<file path="src/rtl/lib_arbiter_pkg.sv">
// lib_arbiter_pkg: shared widths, extended-timestamp type and unwrapper state encoding
package lib_arbiter_pkg;

    localparam int SIZE            = 8;
    localparam int EPOCH_W_DEFAULT = 8;

    typedef logic [SIZE+EPOCH_W_DEFAULT-1:0] ext_ts_t;

    typedef enum logic {NO_REF, RUN} unwrap_state_e;

endpackage

</file>
<file path="src/rtl/ts_skid_buffer.sv">
// ts_skid_buffer: 2-entry valid/ready buffer with a registered input ready
//   clk_i, reset_i           clock, asynchronous active-high reset
//   in_data_i/in_valid_i     upstream payload and valid
//   in_ready_o               registered ready, low while the skid entry is occupied
//   out_data_o/out_valid_o   output register payload and valid
//   out_ready_i              downstream accept
//   fresh_o                  high the first cycle a new entry sits in the output register
module ts_skid_buffer #(
    parameter int W = 8
) (
    input  logic         clk_i,
    input  logic         reset_i,
    input  logic [W-1:0] in_data_i,
    input  logic         in_valid_i,
    output logic         in_ready_o,
    output logic [W-1:0] out_data_o,
    output logic         out_valid_o,
    input  logic         out_ready_i,
    output logic         fresh_o
);

    logic [W-1:0] out_data_q, out_data_d, skid_data_q, skid_data_d;
    logic         out_valid_q, out_valid_d, skid_valid_q, skid_valid_d;
    logic         ready_q, fresh_q, fresh_d, push, load;

    // load: the output register is empty or is being emptied this cycle
    always_comb begin
        push         = in_valid_i && ready_q;
        load         = !out_valid_q || out_ready_i;
        out_valid_d  = load ? (skid_valid_q || push) : out_valid_q;
        out_data_d   = !load ? out_data_q : skid_valid_q ? skid_data_q : push ? in_data_i : out_data_q;
        skid_valid_d = skid_valid_q ? !load : (push && !load);
        skid_data_d  = (push && !load) ? in_data_i : skid_data_q;
        fresh_d      = load && (skid_valid_q || push);
    end

    // ready resets low and rises on the first clock after reset
    always_ff @(posedge clk_i or posedge reset_i) begin
        if (reset_i) begin
            out_data_q   <= '0;
            out_valid_q  <= 1'b0;
            skid_data_q  <= '0;
            skid_valid_q <= 1'b0;
            ready_q      <= 1'b0;
            fresh_q      <= 1'b0;
        end else begin
            out_data_q   <= out_data_d;
            out_valid_q  <= out_valid_d;
            skid_data_q  <= skid_data_d;
            skid_valid_q <= skid_valid_d;
            ready_q      <= !skid_valid_d;
            fresh_q      <= fresh_d;
        end
    end

    assign in_ready_o  = ready_q;
    assign out_data_o  = out_data_q;
    assign out_valid_o = out_valid_q;
    assign fresh_o     = fresh_q;

endmodule

</file>
<file path="src/rtl/event_ts_unwrapper.sv">
// event_ts_unwrapper: extends wrapped SIZE-bit event timestamps with an epoch counter
//   clk_i, reset_i           clock, asynchronous active-high reset
//   ts_i/ts_valid_i          wrapped timestamp in, valid
//   ts_ready_o               registered ready
//   ext_ts_o/ext_valid_o     {epoch, ts} out, valid
//   ext_ready_i              downstream accept
//   wrap_o                   pulse when an entry that advanced the epoch reaches the output
//   order_err_o/epoch_ovf_o  sticky out-of-order and epoch-overflow flags
//   clr_err_i                synchronous clear of both sticky flags (a same-cycle set wins)
module event_ts_unwrapper
    import lib_arbiter_pkg::*;
#(
    parameter int EPOCH_W = EPOCH_W_DEFAULT
) (
    input  logic                    clk_i,
    input  logic                    reset_i,
    input  logic [SIZE-1:0]         ts_i,
    input  logic                    ts_valid_i,
    output logic                    ts_ready_o,
    output logic [SIZE+EPOCH_W-1:0] ext_ts_o,
    output logic                    ext_valid_o,
    input  logic                    ext_ready_i,
    output logic                    wrap_o,
    output logic                    order_err_o,
    output logic                    epoch_ovf_o,
    input  logic                    clr_err_i
);

    localparam int EW = SIZE + EPOCH_W;

    unwrap_state_e      state_q, state_d;
    logic [EPOCH_W-1:0] epoch_q, epoch_d, epoch_inc;
    logic [SIZE-1:0]    last_ts_q, last_ts_d, diff;
    logic               order_err_q, order_err_d, epoch_ovf_q, epoch_ovf_d;
    logic               push, behind, is_wrap, is_ooo, fresh;
    logic [EW:0]        in_data, out_data;

    // A step backwards of at least half the range is a wrap; a shorter one is a late event
    always_comb begin
        push        = ts_valid_i && ts_ready_o;
        diff        = last_ts_q - ts_i;
        behind      = (state_q == RUN) && (ts_i < last_ts_q);
        is_wrap     = behind && diff[SIZE-1];
        is_ooo      = behind && !diff[SIZE-1];
        epoch_inc   = epoch_q + EPOCH_W'(1);
        state_d     = push ? RUN : state_q;
        epoch_d     = (push && is_wrap) ? epoch_inc : epoch_q;
        last_ts_d   = (push && !is_ooo) ? ts_i : last_ts_q;
        order_err_d = (push && is_ooo) || (order_err_q && !clr_err_i);
        epoch_ovf_d = (push && is_wrap && (&epoch_q)) || (epoch_ovf_q && !clr_err_i);
        in_data     = {(is_wrap ? epoch_inc : epoch_q), ts_i, is_wrap};
    end

    always_ff @(posedge clk_i or posedge reset_i) begin
        if (reset_i) begin
            state_q     <= NO_REF;
            epoch_q     <= '0;
            last_ts_q   <= '0;
            order_err_q <= 1'b0;
            epoch_ovf_q <= 1'b0;
        end else begin
            state_q     <= state_d;
            epoch_q     <= epoch_d;
            last_ts_q   <= last_ts_d;
            order_err_q <= order_err_d;
            epoch_ovf_q <= epoch_ovf_d;
        end
    end

    ts_skid_buffer #(.W(EW + 1)) u_buf (
        .clk_i      (clk_i),
        .reset_i    (reset_i),
        .in_data_i  (in_data),
        .in_valid_i (ts_valid_i),
        .in_ready_o (ts_ready_o),
        .out_data_o (out_data),
        .out_valid_o(ext_valid_o),
        .out_ready_i(ext_ready_i),
        .fresh_o    (fresh)
    );

    assign ext_ts_o    = out_data[EW:1];
    assign wrap_o      = fresh && out_data[0];
    assign order_err_o = order_err_q;
    assign epoch_ovf_o = epoch_ovf_q;

endmodule

</file>
<file path="config.mk">
export PLATFORM = sky130hd
export DESIGN_NAME = event_ts_unwrapper
export DESIGN_NICKNAME = d
export VERILOG_FILES = /design/src/rtl/lib_arbiter_pkg.sv /design/src/rtl/ts_skid_buffer.sv /design/src/rtl/event_ts_unwrapper.sv
export SDC_FILE = /design/constraint.sdc
export NUM_CORES = 1
export LEC_CHECK = 0
export CORE_MARGIN = 2
export CORE_UTILIZATION = 55
export CTS_BUF_LIST = sky130_fd_sc_hd__clkbuf_16
export DETAILED_ROUTE_END_ITERATION = 6
export PLACE_DENSITY = 0.77
export SYNTH_ARGS = -nofsm -noshare
export SYNTH_HDL_FRONTEND = slang
export SYNTH_SLANG_ARGS = --single-unit
</file>
<file path="constraint.sdc">
create_clock -name clk_i -period 4.7 [get_ports clk_i]
set_input_delay 0.47 -clock clk_i [delete_from_list [all_inputs] [get_ports clk_i]]
set_output_delay 0.47 -clock clk_i [all_outputs]
set_load 0.1 [all_outputs]
</file>
[After elaboration in Yosys (flattened, before gate mapping)]
Index checks and enable logic that the tools add are counted.
Word-level totals
  flip-flop bits (word level): 57
  bits in writable memories: 0
  bits in latches: 0
  memories kept: 0
  bits in read-only memories: 0
  logic and storage cells: 44
  output and inout port bits: 21
Operators by class
  divide/modulo/power cells: 0
  $add $sub $neg: 2
  multipliers: 0
  eq/ne operators: 0
  bitwise gates (word level): 0
  reductions and logical operators: 26
  muxes and demuxes: 4
  magnitude comparators: 1
  shifts and indexed selects: 0
Operator list (count)
  $mux 17: 2
  $logic_and 1x1->1: 13
  $add 8x1->8 const B: 1
  $lt 8x8->1: 1
  $mux 8: 1
  $reduce_and 8->1: 1
  $sub 8x8->8: 1
  $logic_not 1->1: 6
  $logic_or 1x1->1: 4
  $reduce_and 2->1: 1
  $reduce_bool 2->1: 1
  $mux 1: 1

[Longest topological paths before layout]
  word-level depth: 6
  mapped depth: 10
  mapped depth without buffers: 8

[By module]
A second synthesis with hierarchy kept.
Unflattened totals
  cells, all modules: 240
  area total of the unflattened synthesis: 3005.4 sq um
Modules (own cells, without submodules)
  ts_skid_buffer: cells an instance 102, sequential area each 950.9 sq um, area each 1657.8 sq um, instances 1
  event_ts_unwrapper: cells an instance 138, sequential area each 475.5 sq um, area each 1347.5 sq um, instances 1

[Least setup slack after synthesis]
No wires, ideal clock.
  path type: input to register
  start point: input ts_i[6]
  end point: register u_buf.skid_data_q[0]
  path slack: 2516 ps
  stages: 9
  arrival time: 2059 ps
  cell sequence: inv_1 -> ha_1 -> nand4_1 -> a21o_1 -> and4bb_4 -> or2_1 -> buf_6 -> buf_8 -> mux2_2
On the way
  cells in the longest elaborated chain, start to end: 3
  elaborated cells between the ends (all ways): 4
RTL lines
  start, declared: line event_ts_unwrapper.sv:17  | input logic [SIZE-1:0] ts_i,
  $lt 8x8->1: line event_ts_unwrapper.sv:42  | behind = (state_q == RUN) && (ts_i < last_ts_q);
  $logic_and 1x1->1: line event_ts_unwrapper.sv:42
  $logic_and 1x1->1 *: line event_ts_unwrapper.sv:43  | is_wrap = behind && diff[SIZE-1];
  end signal, assigned: line ts_skid_buffer.sv:49  | skid_data_q <= skid_data_d;
  end, declared: line ts_skid_buffer.sv:22  | logic [W-1:0] out_data_q, out_data_d, skid_data_q, skid_data_d;
Every way passes the cells marked *; elsewhere a longest branch is shown, timed or not.
A chain may end at the register's enable or synchronous reset.

[Worst setup path in the final report]
  start point: input ts_i[6]
  end point: register u_buf.skid_data_q[10]
On the way
  cells in the longest elaborated chain, start to end: 4
  elaborated cells between the ends (all ways): 5
RTL lines
  $lt 8x8->1: line event_ts_unwrapper.sv:42
  $logic_and 1x1->1: line event_ts_unwrapper.sv:42
  $logic_and 1x1->1 *: line event_ts_unwrapper.sv:43
  $mux 8 *: line event_ts_unwrapper.sv:51  | in_data = {(is_wrap ? epoch_inc : epoch_q), ts_i, is_wrap};
Marked as above.

==> results.md <==
* Run status: finished clean
* CTS Buf Count at 9
* Max stage delay on crit path at 0.66 ns
* Starting Density at 56.8%
* Die Height at 76.4 um
* Worst min-delay path category: flip-flop to flip-flop
* Final Skew at 0.00419 ns
* Critical path destination: u_buf.skid_data_q[10]$_DFFE_PP0P_
* Number of global-route vias before repair at 1,963
* Worst Path Required at 4.86 ns
* Seq/Total Area, Yosys at 49.5%
* Ys Warns at 0
* Total Nets Final at 320
* Dpl hpwl at 3.77 mm
* Synth cell types at 45
* Number of flops mapped to enable cells by yosys at 0
* Utilization after layout at 68.8%
* GR peak layer: met2
* Asr flop ratio synth at 100%
* Worst-skew pair later-pin latency at 0.32 ns
* # hold bufs at CTS at 0
* VDD IR max at 353 uV
* Endpoint class of the critical path: flip-flop
* Met2 GRT Util at 30.4%
* Max Root-Sink Buffers at 2
* Post-Synthesis Mean Instance Area at 10.3 um2
* CTS root buffer: clkbuf_16
* Commonest non-fill, non-tap cells in the layout: dfrtp_1 (57), clkdlybuf4s50_1 (33), nand2_1 (32), o21ai_0 (30), a21oi_1 (14)
* DRT Pass-1 Iters at 5
* Reg2reg end: u_buf.skid_data_q[10]$_DFFE_PP0P_
* Slew headroom at 32.8%
* Final WS setup at 1.68 ns
* GR Util met3 at 7.82%
* Cell count after synthesis at 279
* CP Launch Type: input pin
* Worst-Margin Slew at 1.01 ns
* Synth Net Count at 301
* Min Tclk post-route at 3.02 ns
* Clock Sinks at 57
* Setup Buffers After CTS at 0
* Most common cell after layout, fill and taps aside: dfrtp_1
* Chip width at 76.4 um
* Fmax at 331 MHz
* Top-area cell type share of the netlist area at 49.5%
* Final ANT Viol Nets at 0
* Post-DR vias/cell at 5.54
* Crit path cell chain: clkdlybuf4s50_1 -> inv_1 -> ha_1 -> nand4_1 -> a21o_1 -> a211oi_2 -> or2_1 -> mux2i_1 -> o21ai_0
* Antenna cells at 0
* Clk slew on worst S/H paths at 0.05 ns
* Fin Setup TNS at 0 ns
* P_leak at 0.00154 uW
* Max-cap violations at 0
* Top post-synthesis cells by area: dfrtp_1 (50%), o21ai_0 (5.2%), buf_4 (4.2%), nand2_1 (4.2%), ha_1 (3.9%)
* Synthesized area at 2880 um2
* Pin count of the biggest net entering global routing at 58
* CP arrival at 3.18 ns
* Count of final setup violators at 0
* RSZ-0062 raised after global routing: false
* Gpl congestion at 0.804
* WL/cell at 15.4 um
* Setup WS pre-CTS at 1.39 ns
* Yosys reg bits at 57
* GRT Total Usage at 21.1%
* Crit path kind: input pin to flip-flop
* Grt ovf at 0
* Top FF cell, synth: dfrtp_1
* Site Rows at 26
* Routed wire length at 5.75 mm
* I/O Pins at 34
* Initial antenna violation count at 0
* Vias post-DR at 2,067
* FF-to-FF setup slack at 2.02 ns
* Post-synth top area cell: dfrtp_1
* Core area at 5070 um2
* Port buffer count at 33
* First-pass GRT wire length at 9.57 mm
* Final Hold Vio Count at 0
* H-tree lvl count at 3
* Area Overhead vs Synth at 21.2%
* Area of the die at 5830 um2
* CTS tree: done
* Worst r2r src: last_ts_q[6]$_DFFE_PP0P_
* Fill cell total of the finished layout at 401
* Cells on worst reg2reg path at 7
* Worst setup path start: ts_i[6]
* Crit path max fanout at 18
* Slowest-stage cell, CP: or2_1
* Post_cts resized at 0
* Drc violations at 0
* Layout cells sized above 1 at 13.2%
* P per Cell Area at 672 nW/um2
* Iter 0 DRT Violations at 164
* Fin crit share at 64.2%
* Final Max Slew Viols at 0
* Met1 Use GR at 29.7%
area by class of cell:
type	count	area (um2)	area share, %
clock buffers	9	225	6.45
clock inverters	7	133	3.80
inverters	14	52.6	1.50
multi-input cells	180	1220	34.8
flip-flops and latches	57	1430	40.8
well taps	70	87.6	2.51
repair buffers	36	353	10.1
state kept, by name, indices dropped and copies added, names as in the netlist, 8 cells and up:
signal	count
epoch_q	8
last_ts_q	8
u_buf.out_data_o	17
u_buf.skid_data_q	17
Yosys cell counts (3+ instances only):
| library cell | instances |
|---|---|
| mux2_2 | 10 |
| ha_1 | 9 |
| clkbuf_1 | 7 |
| o22ai_1 | 3 |
| buf_4 | 16 |
| mux2i_1 | 9 |
| o21ai_0 | 30 |
| xor2_1 | 5 |
| nand3_1 | 5 |
| nor2_1 | 7 |
| nor3_1 | 4 |
| inv_1 | 13 |
| nand2_1 | 32 |
| o21ai_1 | 6 |
| xnor2_1 | 8 |
| and3_1 | 6 |
| a21oi_1 | 14 |
| a32oi_1 | 3 |
| dfrtp_1 | 57 |
| nand3_2 | 5 |
cells by family (layout without fill, tap and decap cells):
family | Yosys count | count (layout) | share of synthesized area [%]
multiplexers | 20 | 20 | 7.56
AO/OA/AOI/OAI | 68 | 68 | 14.3
buffers and inverters | 42 | 66 | 8.29
adder cells (fa/ha/maj) | 9 | 9 | 3.91
flip-flops | 57 | 57 | 49.5
XOR/XNOR | 13 | 13 | 3.95
AND/OR/NAND/NOR | 70 | 70 | 12.5
stage by stage:
stage | total power [uW] | hold slack, ns | instance area [um2] | std cells
final | 2350 | 0.474 | 3490 | 373
after global routing | 2450 | 0.506 | 3490 | 373
after CTS | 2360 | 0.480 | 3490 | 373
after detailed placement | 1560 | 0.469 | 3140 | 357
after global placement | 1540 | 0.461 | 3140 | 357
after floorplan | 1450 | 0.450 | 2880 | 279
how the worst min path moves through the flow:
stage,start,end,slack (ns),cells past startpoint
final,u_buf.out_data_o[6]$_DFFE_PP0P_,u_buf.out_data_o[6]$_DFFE_PP0P_,0.47,2
after global routing,u_buf.out_data_o[2]$_DFFE_PP0P_,u_buf.out_data_o[2]$_DFFE_PP0P_,0.51,2
after CTS,u_buf.skid_data_q[11]$_DFFE_PP0P_,u_buf.skid_data_q[11]$_DFFE_PP0P_,0.48,2
after detailed placement,u_buf.skid_data_q[11]$_DFFE_PP0P_,u_buf.skid_data_q[11]$_DFFE_PP0P_,0.47,2
after global placement,u_buf.out_data_o[1]$_DFFE_PP0P_,u_buf.out_data_o[1]$_DFFE_PP0P_,0.46,2
after floorplan,u_buf.skid_data_q[2]$_DFFE_PP0P_,u_buf.skid_data_q[2]$_DFFE_PP0P_,0.45,2
layer usage:
metal / share of wire, % / wire length [um]
met2: 45 / 2570
met1: 47 / 2710
met3: 7.0 / 405
met5: 0 / 0
met4: 1.1 / 66
power breakdown:
group | internal [uW] | total [uW] | switching [uW]
clock | 566 | 783 | 217
sequential | 624 | 719 | 95.4
combinational | 272 | 845 | 574
critical path, delay by kind of cell:
kind	cells	cell delay, ns
muxes	1	0.33
AOI/OAI and AO/OA	3	0.71
and+or+nand+nor	2	0.79
buffers and inverters	2	0.56
adders and majority gates	1	0.31
Note: power is estimated with default switching activity, not from simulation.
